===== src/rtl/minibus_slave_csr_bank.sv =====
// Minibus slave CSR bank: parametrised bank of 32-bit registers with wait states,
// read-only / write-1-to-clear attributes, hardware update ports and error responses.
module minibus_slave_csr_bank #(
  parameter int unsigned                     REGS_COUNT  = 8,
  parameter int unsigned                     ADDR_WIDTH  = 32,
  parameter int unsigned                     WAIT_CYCLES = 0,
  parameter logic [REGS_COUNT-1:0]           RO_MASK     = '0,
  parameter logic [REGS_COUNT-1:0]           W1C_MASK    = '0,
  parameter logic [REGS_COUNT-1:0][31:0]     RESET_VALUE = '0
) (
  input  logic                               clk,
  input  logic                               rst,
  input  logic                               sel,
  input  logic                               req_wen,
  input  logic                               req_ren,
  input  logic [1:0]                         req_width,
  input  logic [ADDR_WIDTH-1:0]              req_addr,
  input  logic [31:0]                        req_wdata,
  output logic                               res_ack,
  output logic                               res_err,
  output logic [31:0]                        res_rdata,
  input  logic [REGS_COUNT-1:0]              hw_set,
  input  logic [REGS_COUNT-1:0][31:0]        hw_in,
  output logic [REGS_COUNT-1:0][31:0]        regs_out,
  output logic [REGS_COUNT-1:0]              wr_pulse
);

  localparam int unsigned DATA_WIDTH = 32;
  localparam logic [1:0]  ST_IDLE    = 2'd0;
  localparam logic [1:0]  ST_WAIT    = 2'd1;
  localparam logic [1:0]  ST_RESP    = 2'd2;
  localparam int unsigned CNT_W      = (WAIT_CYCLES > 1) ? $clog2(WAIT_CYCLES) : 1;
  localparam logic [CNT_W-1:0] CNT_LOAD = (WAIT_CYCLES > 0) ? CNT_W'(WAIT_CYCLES - 1) : '0;

  logic [1:0]                           state_r;
  logic [CNT_W-1:0]                     cnt_r;
  logic                                 wen_r, ren_r;
  logic [1:0]                           width_r;
  logic [ADDR_WIDTH-1:0]                addr_r;
  logic [DATA_WIDTH-1:0]                wdata_r;
  logic [REGS_COUNT-1:0][DATA_WIDTH-1:0] regs_r;
  logic                                 ack_r, err_r;
  logic [DATA_WIDTH-1:0]                rdata_r;
  logic [REGS_COUNT-1:0]                wp_r;

  logic                                 start_s, commit_s, err_s, misalign_s, ro_hit_s, bus_wr_s;
  logic                                 src_wen_s, src_ren_s;
  logic [1:0]                           src_width_s;
  logic [ADDR_WIDTH-1:0]                src_addr_s, idx_s;
  logic [DATA_WIDTH-1:0]                src_wdata_s, base_mask_s, lane_mask_s, lane_data_s;
  logic [DATA_WIDTH-1:0]                rd_word_s, rd_val_s;
  logic [4:0]                           sh_s;
  logic [REGS_COUNT-1:0]                hit_s, wr_hit_s;
  logic [REGS_COUNT-1:0][DATA_WIDTH-1:0] regs_nxt_s;

  assign start_s = sel & (req_wen | req_ren);

  // Request decode; with no wait states the commit edge is the capture edge, so decode live inputs
  always_comb begin
    if (state_r == ST_IDLE) begin
      src_wen_s   = req_wen;
      src_ren_s   = req_ren;
      src_width_s = req_width;
      src_addr_s  = req_addr;
      src_wdata_s = req_wdata;
    end else begin
      src_wen_s   = wen_r;
      src_ren_s   = ren_r;
      src_width_s = width_r;
      src_addr_s  = addr_r;
      src_wdata_s = wdata_r;
    end

    case (src_width_s)
      2'b00: begin
        base_mask_s = 32'h0000_00FF;
        sh_s        = {src_addr_s[1:0], 3'b000};
      end
      2'b01: begin
        base_mask_s = 32'h0000_FFFF;
        sh_s        = {src_addr_s[1], 4'b0000};
      end
      2'b10: begin
        base_mask_s = 32'hFFFF_FFFF;
        sh_s        = 5'd0;
      end
      default: begin
        base_mask_s = 32'h0000_0000;
        sh_s        = 5'd0;
      end
    endcase
    lane_mask_s = base_mask_s << sh_s;
    lane_data_s = (src_wdata_s << sh_s) & lane_mask_s;

    idx_s     = {2'b00, src_addr_s[ADDR_WIDTH-1:2]};
    rd_word_s = '0;
    ro_hit_s  = 1'b0;
    for (int i = 0; i < int'(REGS_COUNT); i++) begin
      hit_s[i]  = (idx_s == ADDR_WIDTH'(i));
      rd_word_s = rd_word_s | (hit_s[i] ? regs_r[i] : '0);
      ro_hit_s  = ro_hit_s | (hit_s[i] & RO_MASK[i]);
    end
    rd_val_s = (rd_word_s >> sh_s) & base_mask_s;

    misalign_s = ((src_width_s == 2'b01) & src_addr_s[0]) |
                 ((src_width_s == 2'b10) & (src_addr_s[1:0] != 2'b00));
    err_s = (src_wen_s & src_ren_s) | (src_width_s == 2'b11) | misalign_s |
            (idx_s >= ADDR_WIDTH'(REGS_COUNT)) | (src_wen_s & ro_hit_s);

    case (state_r)
      ST_IDLE: commit_s = start_s & (WAIT_CYCLES == 0);
      ST_WAIT: commit_s = sel & (cnt_r == '0);
      default: commit_s = 1'b0;
    endcase
    bus_wr_s = commit_s & src_wen_s & ~err_s;
    wr_hit_s = hit_s & {REGS_COUNT{bus_wr_s}};
  end

  // Next register contents: bus writes beat hardware loads, except W1C where set wins over clear
  always_comb begin
    for (int i = 0; i < int'(REGS_COUNT); i++) begin
      if (wr_hit_s[i] && W1C_MASK[i]) begin
        regs_nxt_s[i] = (regs_r[i] & ~lane_data_s) | (hw_set[i] ? hw_in[i] : '0);
      end else if (wr_hit_s[i]) begin
        regs_nxt_s[i] = (regs_r[i] & ~lane_mask_s) | lane_data_s;
      end else if (hw_set[i] && W1C_MASK[i]) begin
        regs_nxt_s[i] = regs_r[i] | hw_in[i];
      end else if (hw_set[i]) begin
        regs_nxt_s[i] = hw_in[i];
      end else begin
        regs_nxt_s[i] = regs_r[i];
      end
    end
  end

  // Transaction FSM with request capture and wait-state counter
  always_ff @(posedge clk) begin
    if (rst) begin
      state_r <= ST_IDLE;
      cnt_r   <= '0;
      wen_r   <= 1'b0;
      ren_r   <= 1'b0;
      width_r <= 2'b00;
      addr_r  <= '0;
      wdata_r <= '0;
    end else begin
      case (state_r)
        ST_IDLE: begin
          if (start_s) begin
            wen_r   <= req_wen;
            ren_r   <= req_ren;
            width_r <= req_width;
            addr_r  <= req_addr;
            wdata_r <= req_wdata;
            cnt_r   <= CNT_LOAD;
            state_r <= (WAIT_CYCLES == 0) ? ST_RESP : ST_WAIT;
          end
        end
        ST_WAIT: begin
          if (!sel) begin
            state_r <= ST_IDLE;
          end else if (cnt_r == '0) begin
            state_r <= ST_RESP;
          end else begin
            cnt_r <= cnt_r - CNT_W'(1);
          end
        end
        ST_RESP: state_r <= ST_IDLE;
        default: state_r <= ST_IDLE;
      endcase
    end
  end

  // Register file and registered response outputs
  always_ff @(posedge clk) begin
    if (rst) begin
      regs_r  <= RESET_VALUE;
      ack_r   <= 1'b0;
      err_r   <= 1'b0;
      rdata_r <= '0;
      wp_r    <= '0;
    end else begin
      regs_r  <= regs_nxt_s;
      ack_r   <= commit_s;
      err_r   <= commit_s & err_s;
      rdata_r <= (commit_s & src_ren_s & ~err_s) ? rd_val_s : '0;
      wp_r    <= wr_hit_s;
    end
  end

  assign res_ack   = ack_r;
  assign res_err   = err_r;
  assign res_rdata = rdata_r;
  assign regs_out  = regs_r;
  assign wr_pulse  = wp_r;

endmodule


===== config.mk =====
export PLATFORM = sky130hd
export DESIGN_NAME = minibus_slave_csr_bank
export DESIGN_NICKNAME = d
export VERILOG_FILES = /design/src/rtl/minibus_slave_csr_bank.sv
export SDC_FILE = /design/constraint.sdc
export NUM_CORES = 1
export LEC_CHECK = 0
export BUFFER_PORTS_ARGS = -buffer_cell sky130_fd_sc_hd__buf_2
export CAP_MARGIN = 25
export CORE_AREA = 2 2 244 246
export DETAILED_ROUTE_END_ITERATION = 12
export DIE_AREA = 0 0 246 248
export REMOVE_ABC_BUFFERS = 1
export SYNTH_ARGS = -nofsm -noshare
export SYNTH_HDL_FRONTEND = slang
export SYNTH_SLANG_ARGS = --single-unit
export TNS_END_PERCENT = 20

===== constraint.sdc =====
create_clock -name clk -period 8.35 [get_ports clk]
set_clock_uncertainty 0.2 [all_clocks]
set_input_delay 0 -clock clk [delete_from_list [all_inputs] [get_ports clk]]
set_output_delay 0 -clock clk [all_outputs]
set_load 0.05 [all_outputs]

==> out/results.ini <==
[place]
dp_worst_setup_slack_ns = 3.50
place_congestion = 0.950
dp.cells = 3665
hpwlAfterDp_um = 78200
io_buffers = 632

[setup_path]
start_kind = register
critPathArrivalTime_ns = 5.70
rr_startpoint = state_r[1]
crit_path_end_kind = register
ff2ff_setup_slack_ns = 2.97
critPathRequiredTime_ns = 8.67
cp_max_fo = 57
path_class = reg2reg
reg2reg_depth = 11
cp-startpoint = state_r[1]

[global_route]
antenna_found_initial = 9
overflow = 0
grt_pass1_wl_um = 160000
grt_max_degree = 173
grt_pass1_vias = 23618
grtUsageTotal_pct = 35.7

[synth]
synth-seq-cells = 367
synth_cells = 2377
synth_area_leader_cell = dfxtp_1
ys.flop_type = dfxtp_1
yosysWarnings = 0
synthArstFlopShare_pct = 0
netlist_area_um2 = 19100
synth_area_leaders = dfxtp_1 (38%), a21oi_1 (11%), nand2_1 (9.9%)
synth_edf_count = 0
postSynthAreaPerCell_um2 = 8.06
ys_types = 84
ys_seq_area_share_pct = 38.4
netlist.area_leader.share_pct = 38.4

[routing]
top_layer_used = met5
dr_wl_met3_um = 10100
drc = 0
finalWirelength_um = 114000
num_vias = 24398
wl_per_cell_um = 26.7
ant_nets = 0
first_pass_iters = 6
wl_met1_um = 43100
dr.first_iter.drc_count = 2181
wl_met2_um = 54000
viasPerCell = 5.71

[sta]
setup_violations = 0
fin_ws_ns = 2.97
hold_viol_final = 0
setup_tns_ns = 0
slew_violations = 0
rsz0062_at_grt = false
period_share_pct = 64.4
fmax_mhz = 186
worstMarginPinSlew_ns = 1.18
max_slew_margin_pct = 19.0
min_period_ns = 5.38

[power_and_ir_drop]
power_mw = 5.34
max-vdd-ir-drop_mv = 0.122
p_per_area_nw_per_um2 = 179
power_leakage_nw = 12.4

[clock_network]
cts_root_buffer = clkbuf_16
cts_sinks = 367
cts_setup_buffers = 0
clkTransAtPathRegs_ns = 0.06
cts_resized = 0
htree_levels = 2
cts_tree = built
cts.path.max_buffers = 3
postCtsHoldBufs = 516
insertion_delay_ns = 0.58
cts_buffers = 44

[floorplan]
coreArea_um2 = 58500
start_util_pct = 32.8
fp.dieArea_um2 = 61000
num_rows = 89
die_x_um = 246
die-height_um = 248
io-pin-count = 633

[min_path]
min_from = hw_set[5]
min_path_type = in2reg
hold_depth = 5

[cells_and_area]
finalNetCount = 3798
drive_gt1_share_pct = 25.4
finalNonFillerCells = 4271
syn2layout_area_growth_pct = 55.8

[run]
drv_cap = 0

[outcome]
outcome = completed

## critical path, stage by stage, from the launching register on
cell and delay (ns):
dfxtp_2 0.70, buf_4 0.58, mux2i_1 0.39, inv_1 0.14
ha_1 0.37, nor3_1 0.35, nand4_4 0.25, a2111oi_4 0.60
mux2i_1 0.91, nand2_1 0.11, a21oi_1 0.16, dlygate4sd3_1 0.56
## how the worst max path moves through the flow
stage | cells past startpoint | end | slack (ns)
floorplan | 7 | register | 3.29
global placement | 11 | register | 3.50
detailed placement | 10 | register | 3.50
CTS | 11 | register | 2.95
global route | 11 | register | 2.68
finish | 11 | register | 2.97
## where the power goes
part | switching [mW] | total [mW] | leakage (nW) | internal (mW)
Sequential | 0.0879 | 1.93 | 3.02 | 1.84
Combinational | 0.867 | 1.33 | 8.64 | 0.459
Clock | 0.819 | 2.09 | 0.746 | 1.27
Total | 1.77 | 5.34 | 12.4 | 3.57
## cell usage after synthesis, types with 5 or more instances
cell type / count
nand3_1: 16
nor2_2: 10
mux4_2: 16
a221o_1: 6
a21oi_1: 404
o21ai_1: 12
or3_1: 15
dfxtp_1: 367
buf_1: 10
a2111oi_4: 16
o21ai_0: 50
o21ai_4: 14
inv_1: 14
a22oi_1: 147
buf_2: 54
nor3_1: 20
or2_1: 5
buf_4: 9
o22ai_1: 18
nor2_1: 185
nand2_1: 504
or3_4: 7
nor4_1: 18
a221oi_1: 7
and2_1: 13
nand2b_1: 21
a31oi_1: 5
clkbuf_1: 103
a222oi_1: 5
a22oi_2: 10
mux2i_1: 47
nand4_1: 12
buf_6: 11
ha_1: 5
o2bb2ai_1: 128
nor2b_1: 16
## layout by cell type (no fill, tap or decap), types with 20 or more instances in the layout
cell and n:
nand2b_1 21, clkbuf_16 45, dlygate4sd3_1 516, nand2_1 503, dfxtp_1 366, a21oi_1 404
mux2i_1 47, buf_4 63, o21ai_0 50, a22oi_1 147, o2bb2ai_1 128, nor3_1 20
nor2_1 182, buf_2 632
## per-stage QoR
step	util (%)	instance area [um^2]	hold slack, ns
finish	51.0	29800	0.00413
global route	51.0	29800	0.0107
CTS	50.9	29800	0.000568
detailed placement	39.5	23100	0.0601
global placement	39.3	23000	0.0559
floorplan	-	18300	-0.131
## kinds of logic (layout without fill, tap and decap cells)
family          after synthesis  after routing  share of synthesized area (%)
fa+ha+maj                     5              5                          0.327
compound gates              866            866                           31.9
flops                       367            367                           38.4
mux                          66             66                           4.53
other cells                   0              8                              0
buf+inv                     201           1314                           4.90
simple gates                872            872                           20.0
## metal layers
| layer | GRT usage (%) | vias up |
|---|---|---|
| met5 | 0 | - |
| met4 | 18.6 | 4 |
| met3 | 6.65 | 370 |
| met2 | 60.9 | 1604 |
| met1 | 42.6 | 11633 |
| li1 | - | 10787 |
## cell type report
type / instances / area (um^2)
Fill cell: 5597 / 28600
Multi-Input combinational cell: 1809 / 11000
Timing Repair Buffer: 1222 / 8960
Sequential cell: 367 / 7350
Clock buffer: 64 / 1270
Tap cell: 773 / 967
Clock inverter: 14 / 253
Inverter: 14 / 52.6
Antenna cell: 8 / 20.0
Note: power is estimated with default switching activity, not from simulation.
